[src/rtl/rtc_calendar_core.sv]
// rtc_calendar_core: prescaled sec/min/hour/day/month/year counter with leap-year Feb and a set handshake.
// Optional alarm registers and output are enabled by defining ALARM_EN.
module rtc_calendar_core #(
    parameter int CLK_HZ     = 50000000,
    parameter int YEAR_INIT  = 24,
    parameter int MONTH_INIT = 1,
    parameter int DAY_INIT   = 1,
    parameter int PRE_W      = 26
) (
    input  logic       clk,
    input  logic       rst,
    input  logic       mode_12h,
    input  logic       set_req,
    input  logic [2:0] set_sel,
    input  logic [6:0] set_val,
`ifdef ALARM_EN
    input  logic       alarm_arm,
    input  logic       alarm_clr,
    output logic       alarm,
`endif
    output logic       set_ack,
    output logic       set_err,
    output logic       sec_pulse,
    output logic [5:0] second,
    output logic [5:0] minute,
    output logic [4:0] hour,
    output logic       pm,
    output logic [4:0] day,
    output logic [3:0] month,
    output logic [6:0] year
);
    typedef enum logic [1:0] {IDLE, ACK, WAIT} st_e;

    st_e              state_q, state_d;
    logic [PRE_W-1:0] pre_q, pre_d;
    logic [5:0]       sec_q, sec_d, min_q, min_d;
    logic [4:0]       hour_q, hour_d, day_q, day_d, dim_cur;
    logic [3:0]       month_q, month_d;
    logic [6:0]       year_q, year_d;
    logic             err_q, err_d, pulse_q, valid, wr, wrap, adv;

    function automatic logic [4:0] dim_f(input logic [3:0] m, input logic [6:0] y);
        return (m == 4'd2) ? ((y[1:0] == 2'b00) ? 5'd29 : 5'd28) :
               (m == 4'd4 || m == 4'd6 || m == 4'd9 || m == 4'd11) ? 5'd30 : 5'd31;
    endfunction

    always_comb begin
        dim_cur = dim_f(month_q, year_q);
        case (set_sel)
            3'd0, 3'd1: valid = set_val <= 7'd59;
            3'd2:       valid = set_val <= 7'd23;
            3'd3:       valid = set_val >= 7'd1 && set_val <= {2'b00, dim_cur};
            3'd4:       valid = set_val >= 7'd1 && set_val <= 7'd12;
            3'd5:       valid = set_val <= 7'd99;
`ifdef ALARM_EN
            3'd6:       valid = set_val <= 7'd23;
            default:    valid = set_val <= 7'd59;
`else
            default:    valid = 1'b0;
`endif
        endcase
    end

    assign wr   = state_q == IDLE && set_req && valid;
    assign wrap = pre_q == PRE_W'(CLK_HZ - 1);
    // An accepted write restarts the second, so a coincident wrap must not tick.
    assign adv  = wrap && !wr;

    always_comb begin
        pre_d   = (wrap || wr) ? '0 : pre_q + PRE_W'(1);
        sec_d   = sec_q;
        min_d   = min_q;
        hour_d  = hour_q;
        day_d   = day_q;
        month_d = month_q;
        year_d  = year_q;
        state_d = state_q;
        err_d   = err_q;
        if (adv) begin
            sec_d = (sec_q == 6'd59) ? 6'd0 : sec_q + 6'd1;
            if (sec_q == 6'd59) begin
                min_d = (min_q == 6'd59) ? 6'd0 : min_q + 6'd1;
                if (min_q == 6'd59) begin
                    hour_d = (hour_q == 5'd23) ? 5'd0 : hour_q + 5'd1;
                    if (hour_q == 5'd23) begin
                        day_d = (day_q == dim_cur) ? 5'd1 : day_q + 5'd1;
                        if (day_q == dim_cur) begin
                            month_d = (month_q == 4'd12) ? 4'd1 : month_q + 4'd1;
                            if (month_q == 4'd12) year_d = (year_q == 7'd99) ? 7'd0 : year_q + 7'd1;
                        end
                    end
                end
            end
        end
        if (wr) begin
            case (set_sel)
                3'd0: sec_d  = set_val[5:0];
                3'd1: min_d  = set_val[5:0];
                3'd2: hour_d = set_val[4:0];
                3'd3: day_d  = set_val[4:0];
                3'd4: begin
                    month_d = set_val[3:0];
                    day_d   = (day_q > dim_f(set_val[3:0], year_q)) ? dim_f(set_val[3:0], year_q) : day_q;
                end
                3'd5: begin
                    year_d = set_val;
                    day_d  = (day_q > dim_f(month_q, set_val)) ? dim_f(month_q, set_val) : day_q;
                end
                default: ;
            endcase
        end
        case (state_q)
            IDLE: if (set_req) begin
                state_d = ACK;
                err_d   = !valid;
            end
            ACK:     state_d = WAIT;
            default: if (!set_req) state_d = IDLE;
        endcase
    end

    always_ff @(posedge clk or negedge rst) begin
        if (!rst) begin
            state_q <= IDLE;
            pre_q   <= '0;
            sec_q   <= '0;
            min_q   <= '0;
            hour_q  <= '0;
            day_q   <= 5'(DAY_INIT);
            month_q <= 4'(MONTH_INIT);
            year_q  <= 7'(YEAR_INIT);
            err_q   <= 1'b0;
            pulse_q <= 1'b0;
        end else begin
            state_q <= state_d;
            pre_q   <= pre_d;
            sec_q   <= sec_d;
            min_q   <= min_d;
            hour_q  <= hour_d;
            day_q   <= day_d;
            month_q <= month_d;
            year_q  <= year_d;
            err_q   <= err_d;
            pulse_q <= adv;
        end
    end

`ifdef ALARM_EN
    logic [4:0] ahr_q, ahr_d;
    logic [5:0] amin_q, amin_d, acnt_q, acnt_d;
    logic       alarm_q, alarm_d, hit, clr;

    always_comb begin
        ahr_d   = (wr && set_sel == 3'd6) ? set_val[4:0] : ahr_q;
        amin_d  = (wr && set_sel == 3'd7) ? set_val[5:0] : amin_q;
        hit     = adv && alarm_arm && hour_d == ahr_q && min_d == amin_q && sec_d == 6'd0;
        // Self-clears on the 60th second pulse after it fired.
        clr     = alarm_clr || !alarm_arm || (alarm_q && adv && acnt_q == 6'd59);
        alarm_d = clr ? 1'b0 : (hit ? 1'b1 : alarm_q);
        acnt_d  = hit ? 6'd0 : ((alarm_q && adv) ? acnt_q + 6'd1 : acnt_q);
    end

    always_ff @(posedge clk or negedge rst) begin
        if (!rst) begin
            ahr_q   <= '0;
            amin_q  <= '0;
            acnt_q  <= '0;
            alarm_q <= 1'b0;
        end else begin
            ahr_q   <= ahr_d;
            amin_q  <= amin_d;
            acnt_q  <= acnt_d;
            alarm_q <= alarm_d;
        end
    end

    assign alarm = alarm_q;
`endif

    assign set_ack   = state_q == ACK;
    assign set_err   = err_q;
    assign sec_pulse = pulse_q;
    assign second    = sec_q;
    assign minute    = min_q;
    assign hour      = !mode_12h ? hour_q : (hour_q == 5'd0) ? 5'd12 : (hour_q > 5'd12) ? hour_q - 5'd12 : hour_q;
    assign pm        = hour_q >= 5'd12;
    assign day       = day_q;
    assign month     = month_q;
    assign year      = year_q;
endmodule

[config.mk]
export PLATFORM = sky130hd
export DESIGN_NAME = rtc_calendar_core
export DESIGN_NICKNAME = d
export VERILOG_FILES = /design/src/rtl/rtc_calendar_core.sv
export SDC_FILE = /design/constraint.sdc
export NUM_CORES = 1
export LEC_CHECK = 0
export ABC_AREA = 1
export CAP_MARGIN = 20
export CORE_ASPECT_RATIO = 0.5
export CORE_MARGIN = 2
export CORE_UTILIZATION = 40
export DETAILED_ROUTE_END_ITERATION = 10
export PLACE_DENSITY = 0.61
export RECOVER_POWER = 50
export SYNTH_ARGS = -nofsm -noshare
export SYNTH_HDL_FRONTEND = slang
export SYNTH_SLANG_ARGS = --single-unit
[constraint.sdc]
create_clock -name clk -period 3.1 [get_ports clk]
set_input_delay 0.62 -clock clk [delete_from_list [all_inputs] [get_ports clk]]
set_output_delay 0.62 -clock clk [all_outputs]
set_load 0.01 [all_outputs]
**Word level (Yosys, flattened, before mapping)**

Cells that the tools add are included.

- Equality and inequality tests: 27
- Reductions and logical operators: 23
- Magnitude comparators: 10
- Add/subtract/negate cells: 8
- Multiplexer cells: 56

Operator list:

| operator | number |
|---|---|
| 5-bit two-way mux | 18 |
| 7-bit two-way mux | 9 |
| 6-bit two-way mux | 9 |
| 4-bit two-way mux | 8 |
| 26-bit by 1-bit adder with 26-bit output (second input constant) | 1 |
| 26-bit == test (second input constant) | 1 |
| 26-bit two-way mux | 1 |
| 4-bit == test (second input constant) | 5 |
| 4-bit by 3-bit == test with 1-bit output (second input constant) | 4 |
| 5-bit one-hot mux with 3 select lines | 1 |
| 6-bit by 1-bit adder with 6-bit output (second input constant) | 2 |
| 6-bit == test (second input constant) | 2 |
| 5-bit by 1-bit adder with 5-bit output (second input constant) | 2 |
| 5-bit > comparator | 2 |
| 4-bit by 2-bit == test with 1-bit output (second input constant) | 2 |
| 2-bit two-way mux | 4 |
| 7-bit by 1-bit adder with 7-bit output (second input constant) | 1 |
| 7-bit == test (second input constant) | 1 |
| 7-bit by 1-bit >= comparator with 1-bit output (second input constant) | 1 |
| 7-bit by 4-bit <= comparator with 1-bit output (second input constant) | 1 |
| 7-bit by 5-bit <= comparator with 1-bit output | 1 |
| 7-bit by 5-bit <= comparator with 1-bit output (second input constant) | 1 |
| 7-bit by 6-bit <= comparator with 1-bit output (second input constant) | 1 |
| 7-bit <= comparator (second input constant) | 1 |
| other kinds (24) | 45 |

- Output and inout port bits: 37
- Register bits after elaboration: 63

**Depth between registers and ports, before layout**

Gate-level depths: netlist of the first run.

- Word-level depth: 15
- Gate-level depth with buffers: 23

**Worst setup path after synthesis of the first run**

No wires, ideal clock.

- Kind: flip-flop to flip-flop
- From: register month_q[0], in the netlist month[0]
- To: register year_q[1], in the netlist year[1]
- Period minus slack after synthesis: 2713 ps
- Library setup time: 117 ps
- Cell stages (with the launch flop): 22
- Setup slack: 387 ps
- Data arrival time: 2595 ps
- Buffers on the path: 1
- Data required time: 2983 ps
- Path through: dfstp_2 -> inv_1 -> ha_1 -> inv_1 -> nand2_1 -> nand3_1 -> nand3_1 -> inv_1 -> ha_1 -> a21oi_1 -> nand2_1 -> nand2_1 -> nand2_1 -> nand2_1 -> nand2_2 -> nand2_4 -> buf_6 -> nand4_1 -> nor2_1 -> nand2_1 -> nand3_1 -> nand2_1

- Cells in the longest elaborated chain, start to end: 15

RTL lines:

| item | RTL line | RTL |
|---|---|---|
| start, declared | 38 | `logic [3:0] month_q, month_d;` |
| start signal, assigned | 130 | `month_q <= 4'(MONTH_INIT);` |
| start signal, assigned | 141 | `month_q <= month_d;` |
| 4-bit by 3-bit == test with 1-bit output | 44 | `(m == 4'd4 \|\| m == 4'd6 \|\| m == 4'd9 \|\| m == 4'd11) ? 5'd30 : 5'd31;` |
| 1-bit logical OR (3 in a row) | 44 |  |
| 1-bit two-way mux | 44 |  |
| 5-bit two-way mux | 43 | `return (m == 4'd2) ? ((y[1:0] == 2'b00) ? 5'd29 : 5'd28) :` |
| 7-bit by 5-bit <= comparator with 1-bit output | 52 | `3'd3: valid = set_val >= 7'd1 && set_val <= {2'b00, dim_cur};` |
| 1-bit logical AND | 52 |  |
| 1-bit one-hot mux with 5 select lines | 49 | `case (set_sel)` |
| 1-bit logical AND | 64 | `assign wr = state_q == IDLE && set_req && valid;` |
| 1-bit logical NOT | 67 | `assign adv = wrap && !wr;` |
| 1-bit logical AND | 67 |  |
| 7-bit two-way mux | 79 | `if (adv) begin` |
| 7-bit two-way mux | 96 | `case (set_sel)` |
| 7-bit two-way mux (*) | 95 | `if (wr) begin` |
| via year_d[1] | 39 | `logic [6:0] year_q, year_d;` |
| end signal, assigned | 131 | `year_q <= 7'(YEAR_INIT);` |
| end signal, assigned | 142 | `year_q <= year_d;` |
| end, declared | 39 |  |

The timed path passes the listed nets; every way through them passes the cells marked *.
A chain may end at the register's enable or synchronous reset.

**Worst setup path after layout of the first run**

- From: register month_q[0], in the netlist month[0]
- To: register min_q[1], in the netlist minute[1]

- Cells in the longest elaborated chain, start to end: 15

RTL lines:

| item | RTL line | RTL |
|---|---|---|
| 4-bit by 3-bit == test with 1-bit output | 44 |  |
| 1-bit logical OR (3 in a row) | 44 |  |
| 1-bit two-way mux | 44 |  |
| 5-bit two-way mux (*) | 43 |  |
| 7-bit by 5-bit <= comparator with 1-bit output (*) | 52 |  |
| 1-bit logical AND (*) | 52 |  |
| 1-bit one-hot mux with 5 select lines (*) | 49 |  |
| 1-bit logical AND (*) | 64 |  |
| 1-bit logical NOT | 67 |  |
| 1-bit logical AND | 67 |  |
| 6-bit two-way mux | 79 |  |
| 6-bit two-way mux | 96 |  |
| 6-bit two-way mux (*) | 95 |  |
| via min_d[1] | 36 | `logic [5:0] sec_q, sec_d, min_q, min_d;` |
| end signal, assigned | 138 | `min_q <= min_d;` |
| end, declared | 36 |  |

Marks and branches as above.

==> qor.yml, run 1 <==
numPortBuffers: 50
syn_area_mm2: 0.00470
die_w_um: 157
critical_path_required_ps: 3320
period_share: 0.925
async_flop_share: 1.00
hold_class: "register to register"
wl_per_cell_um: 13.9
ant_nets: 0
r2r-end: "minute[1]"
cts.clk_slew.worst_paths_ps: 60
first_pass_iters: 5
endpoint_kind: "register"
power_leakage_uw: 0.00292
worstSetupStartpoint: "month[0]"
post-route-min-period_ps: 2870
worst_path_most_repeated_cell: "nand2_1"
hpwl_mm: 9.71
critPathKind: "register to register"
vdd_drop_max_v: 0.000237
crit_end: "minute[1]"
start_kind: "register"
antenna_found_initial: 0
drcViolationCount: 0
syn_nets: 719
cts-buffers-inserted: 9
die_height_um: 80.7
grt_pass1_wl_mm: 21.2
rrSetupSlack_ps: 230
final_core_util: 0.529
drive_gt1_frac: 0.127
outcome: "complete, no violations"
place_ws_ps: 6.62
start_util: 0.419
fmax_ghz: 0.349
synth_edf_count: 0
holdBufCountCts: 0
cts_tree: "yes"
dieArea_mm2: 0.0127
n_antenna_cell: 0
yosysUniqueCellTypes: 42
post_drt_via_cell_ratio: 5.03
clock_skew_ps: 5.30
clock_latency_ps: 330
setup_viol: 0
synth_seq_cells: 63
area_delta_synth_final_pct: 26.3
ys_warn_count: 0
hold_viol: 0
final_common_cell: "nand2_1"
power_density_mw_per_mm2: 696
grt_pass1_vias: 4231
cap_viol_max_count: 0
overflow: 0
ys.flop_type: "dfrtp_1"
rr_worst_depth: 19
relSlewSlack: 0.199
grt_use_total: 0.214
cts_buffer_depth: 2
cp_slowest_cell: "dfstp_2"
slowest_delay_ps: 520
ys_seq_area_frac: 0.336
final_cell_mix: "167 x nand2_1, 105 x inv_1, 71 x nor2_1, 59 x dfrtp_1, 54 x nand3_1"
cts_sinks: 63
htree_levels: 3
cts-root-buf: "clkbuf_16"
syn_inst: 684
r2r-start: "month[0]"
cp.arrival_ps: 3090
wl_mm: 13.1
ios: 51
synth.avg_cell_area_um2: 6.87
worst-path-max-fanout: 10
nNetsFinal: 808
fillers: 1113
worstMarginPinSlew_ps: 1200
vias: 4715
critical_path.cell_chain: "buf_4 > ha_1 > inv_1 > nand2_1 > nand2_1 > nand3_2 > inv_1 > ha_1 > a21oi_1 > nand2_1 > nand2_1 > nand2_1 > nand2_2 > nand2_4 > nand2_8 > inv_2 > nand3_2 > o21ai_0 > inv_1"
drv_slew: 0
gp_congestion: 0.902
fin_ws_ps: 233
core_area_mm2: 0.0112
rows: 27
grt_max_degree: 27
drtIter0Drc: 422
-- layer usage --
layer	share of wire	GRT usage
met2	0.43	0.321
met3	0.063	0.0405
met5	0	0
met4	0.0057	0.0427
met1	0.50	0.317
-- stage by stage --
| step | instance area (um2) | power, uW | std cells | hold WS, ps | TNS, ps |
|---|---|---|---|---|---|
| floorplan | 4700 | 2440 | 684 | 324 | 0 |
| global placement | 5570 | 3180 | 917 | 454 | 0 |
| detailed placement | 5570 | 3180 | 917 | 465 | 0 |
| CTS | 5850 | 4160 | 933 | 260 | 0 |
| global route | 5940 | 4490 | 937 | 532 | -0.345 |
| finish | 5940 | 4130 | 937 | 472 | 0 |
-- where the power goes --
group          leakage, uW  internal (uW)  total (uW)  switching (uW)
sequential        0.000790           1130        1480             349
combinational      0.00201            785        1700             916
clock             0.000125            565         952             388
-- worst max-delay path: cells and delay by family, from the launching register on --
kind,cells,cell delay (ps)
AND/OR/NAND/NOR,10,950
buffers and inverters,5,490
adder cells (fa/ha/maj),2,420
flip-flops,1,520
AO/OA/AOI/OAI,2,360
-- state kept, by name, indices dropped and copies added (netlist names) --
name       count
day            5
state_q        2
hour_q         5
month          4
sec_pulse      1
set_err        1
minute         6
year           7
second         6
pre_q         26
-- layout make-up --
class,count,area [um2],share of cell area
inverters,116,440,0.0742
clock inverters,4,31.3,0.00527
well taps,159,199,0.0335
flip-flops and latches,63,1580,0.266
clock buffers,12,246,0.0415
multi-input cells,502,2710,0.456
repair buffers,81,733,0.123
-- cells by family after synthesis --
group	count (synthesis)	synth area share
simple gates	375	0.377
buf+inv	121	0.102
compound gates	92	0.106
flops	63	0.336
fa+ha+maj	21	0.0559
xor+xnor	12	0.0224
-- worst min-delay path by stage --
| stage | start | end | slack, ps | cells past startpoint |
|---|---|---|---|---|
| 4_1_cts | rst | pre_q[2] | 260 | 1 |
| 5_1_grt | pre_q[0] | pre_q[0] | 530 | 1 |
| 3_5_place_dp | pre_q[0] | pre_q[0] | 470 | 1 |
| 2_1_floorplan | rst | day[1] | 320 | 0 |
| 6_report | pre_q[0] | pre_q[0] | 470 | 1 |
| 3_3_place_gp | pre_q[0] | pre_q[0] | 450 | 1 |
-- synth_stat cells, types with 9 or more instances --
cell type	n	share of area
a21oi_1	30	0.032
dfrtp_1	59	0.31
ha_1	21	0.056
inv_1	106	0.085
inv_2	9	0.0072
nand2_1	169	0.13
nand3_1	56	0.060
nand4_1	15	0.020
nor2_1	72	0.057
nor3_1	25	0.027
o21ai_0	39	0.042
xor2_1	9	0.017
-- repair_timing --
item	CTS	global route
buffers inserted	0	2
gates resized for setup	0	12
endpoints found under the hold margin	0	0
setup endpoints to repair	0	42
Power figures use the tool's default switching activity.
==> inputs of run 2 (changes only) <==
--- a/config.mk
+++ b/config.mk
@@ -6,7 +6,6 @@
 export NUM_CORES = 1
 export LEC_CHECK = 0
 export ABC_AREA = 1
-export CAP_MARGIN = 20
 export CORE_ASPECT_RATIO = 0.5
 export CORE_MARGIN = 2
 export CORE_UTILIZATION = 40
==> constraint.sdc (replaced) <==
create_clock -name clk -period 3.3 [get_ports clk]
set_input_delay 0.66 -clock clk [delete_from_list [all_inputs] [get_ports clk]]
set_output_delay 0.66 -clock clk [all_outputs]
set_load 0.01 [all_outputs]
==> qor.yml, run 2 (synthesis results as in run 1) <==
outcome: "complete, no violations"  # unchanged
post_drt_via_cell_ratio: 5.01  # was 5.03
cts.clk_slew.worst_paths_ps: 60  # about the same
power_frac_comb: 0.407  # was 0.412
dieArea_mm2: 0.0127  # unchanged
start_kind: "register"  # unchanged
holdWs_ps: 454  # was 472 ps
drtIter0Drc: 327  # was 422
cp.arrival_ps: 3250  # was 3090 ps
cap_viol_max_count: 0  # unchanged
final_core_util: 0.514  # was 0.529
drv_slew: 0  # unchanged
wl_mm: 12.6  # was 13.1 mm
power_frac_seq: 0.360  # was 0.358
worst-path-max-fanout: 12  # was 10
cts_tree: "yes"  # unchanged
swShare: 0.396  # was 0.400
period_share: 0.915  # was 0.925
die_height_um: 80.7  # unchanged
critical_path_required_ps: 3530  # was 3320 ps
power_density_mw_per_mm2: 664  # was 696 mW/mm2
ant_nets: 0  # unchanged
critPathKind: "register to register"  # unchanged
vias: 4617  # was 4715
rows: 27  # unchanged
core_area_mm2: 0.0112  # unchanged
cts_sinks: 63  # unchanged
final_cell_mix: "169 x nand2_1, 106 x inv_1, 72 x nor2_1, 59 x dfrtp_1, 56 x nand3_1"  # was 167 x nand2_1, 105 x inv_1, 71 x nor2_1, 59 x dfrtp_1, 54 x nand3_1
fillers: 1139  # was 1113
grt_use_total: 0.213  # was 0.214
clock_skew_ps: 7.52  # was 5.30 ps
nNetsFinal: 792  # was 808
relSlewSlack: 0.169  # was 0.199
tns_ps: 0  # unchanged
first_pass_iters: 5  # unchanged
rsz0062_at_grt: "no"
setup_viol: 0  # unchanged
worstMarginPinSlew_ps: 1250  # was 1200 ps
n_antenna_cell: 0  # unchanged
ios: 51  # unchanged
clock_latency_ps: 340  # was 330 ps
largest_register_ffs: 26  # unchanged
grt_pass1_wl_mm: 21.0  # was 21.2 mm
power_leakage_uw: 0.00284  # was 0.00292 uW
hpwl_mm: 9.74  # was 9.71 mm
post-route-min-period_ps: 3020  # was 2870 ps
area_delta_synth_final_pct: 22.5  # was 26.3%
gp_congestion: 0.866  # was 0.902
cts-buffers-inserted: 9  # unchanged
wl_per_cell_um: 13.6  # was 13.9 um
numPortBuffers: 50  # unchanged
final_common_cell: "nand2_1"  # unchanged
hold_viol: 0  # unchanged
overflow: 0  # unchanged
holdBufCountCts: 0  # unchanged
die_w_um: 157  # unchanged
fmax_ghz: 0.331  # was 0.349 GHz
start_util: 0.419  # unchanged
grt_pass1_vias: 4236  # was 4231
endpoint_kind: "register"  # unchanged
drcViolationCount: 0  # unchanged
cts-root-buf: "clkbuf_16"  # unchanged
top_register: "pre_q"  # unchanged
power.clock.fraction: 0.233  # was 0.231
hold_class: "register to register"  # unchanged
vdd_drop_max_v: 0.000269  # was 0.000237 V
switching_power_uw: 1520  # was 1650 uW
htree_levels: 3  # unchanged
cts_buffer_depth: 2  # unchanged
antenna_found_initial: 0  # unchanged
p_int_uw: 2310  # was 2480 uW
drive_gt1_frac: 0.0984  # was 0.127
grt_max_degree: 23  # was 27
==> run 2: cell count changes in the layout (fill, tap and decap cells not counted), moves of 2 or more <==
cell and delta:
nand2_1 +2, nand3_2 -3, clkinv_2 +2, nand2_4 -2
buf_4 -14, nand3_1 +2
==> run 2: repair_timing <==
item	in CTS	in global routing
gates resized for setup	0	0
buffers inserted	0	1
setup endpoints to repair	0	6
==> run 2: worst max-delay path: stages (launching register included) <==
cell,delay (ps)
dfstp_2,530
inv_1,80
ha_1,200
inv_1,110
nand2_1,60
nand3_1,100
nand3_1,100
inv_1,110
ha_1,230
a21oi_1,130
nand2_1,60
nand2_1,50
nand2_1,50
nand2_1,80
nand2_2,80
nand2_4,180
inv_2,150
nand2_2,200
inv_1,90
o21ai_0,80
o21ai_0,130
nand2_1,80
nand2_1,40
==> run 2: power groups by stage <==
stage / registers [uW] / clock network, uW / logic (uW)
after global routing: 1430 / 951 / 1780
after CTS: 1380 / 908 / 1600
final: 1380 / 892 / 1560
after global placement: 1400 / 0 / 1580
after detailed placement: 1390 / 0 / 1590
after floorplan: 1390 / 0 / 894
==> run 2: per-layer routing <==
layer | vias up | track usage | routed length [um] | part of all wire
li1 | 2361 | - | - | -
met2 | 116 | 0.331 | 5480 | 0.44
met1 | 2127 | 0.305 | 6190 | 0.49
met5 | - | 0 | 0 | 0
met4 | 0 | 0.0445 | 107 | 0.0085
met3 | 13 | 0.0432 | 778 | 0.062
==> run 2: path summary, 6_finish.rpt <==
| path | end | from | cells after the start | slack (ps) |
|---|---|---|---|---|
| max | day[4] | month[0] | 22 | 280 |
| min reg2reg | pre_q[0] | pre_q[0] | 1 | 450 |
| min | pre_q[0] | pre_q[0] | 1 | 450 |
| max in group asynchronous | month[2] | rst | 2 | 1060 |
| max reg2reg | day[4] | month[0] | 22 | 280 |
| min in group asynchronous | pre_q[13] | rst | 1 | 530 |
==> run 2: layout make-up <==
| type | count | area (um2) | area share |
|---|---|---|---|
| clock buffers | 11 | 243 | 0.0421 |
| clock inverters | 5 | 33.8 | 0.00586 |
| inverters | 116 | 438 | 0.0760 |
| multi-input cells | 500 | 2640 | 0.458 |
| flip-flops and latches | 63 | 1580 | 0.274 |
| well taps | 159 | 199 | 0.0345 |
| repair buffers | 67 | 627 | 0.109 |
==> run 2: through the flow <==
step	setup WS, ps	cell area [um2]	power (uW)	instances
after detailed placement	220	5470	2980	904
after global routing	6.09	5760	4160	921
after global placement	230	5470	2970	904
after CTS	278	5750	3890	920
after floorplan	587	4700	2290	684
final	282	5760	3830	921
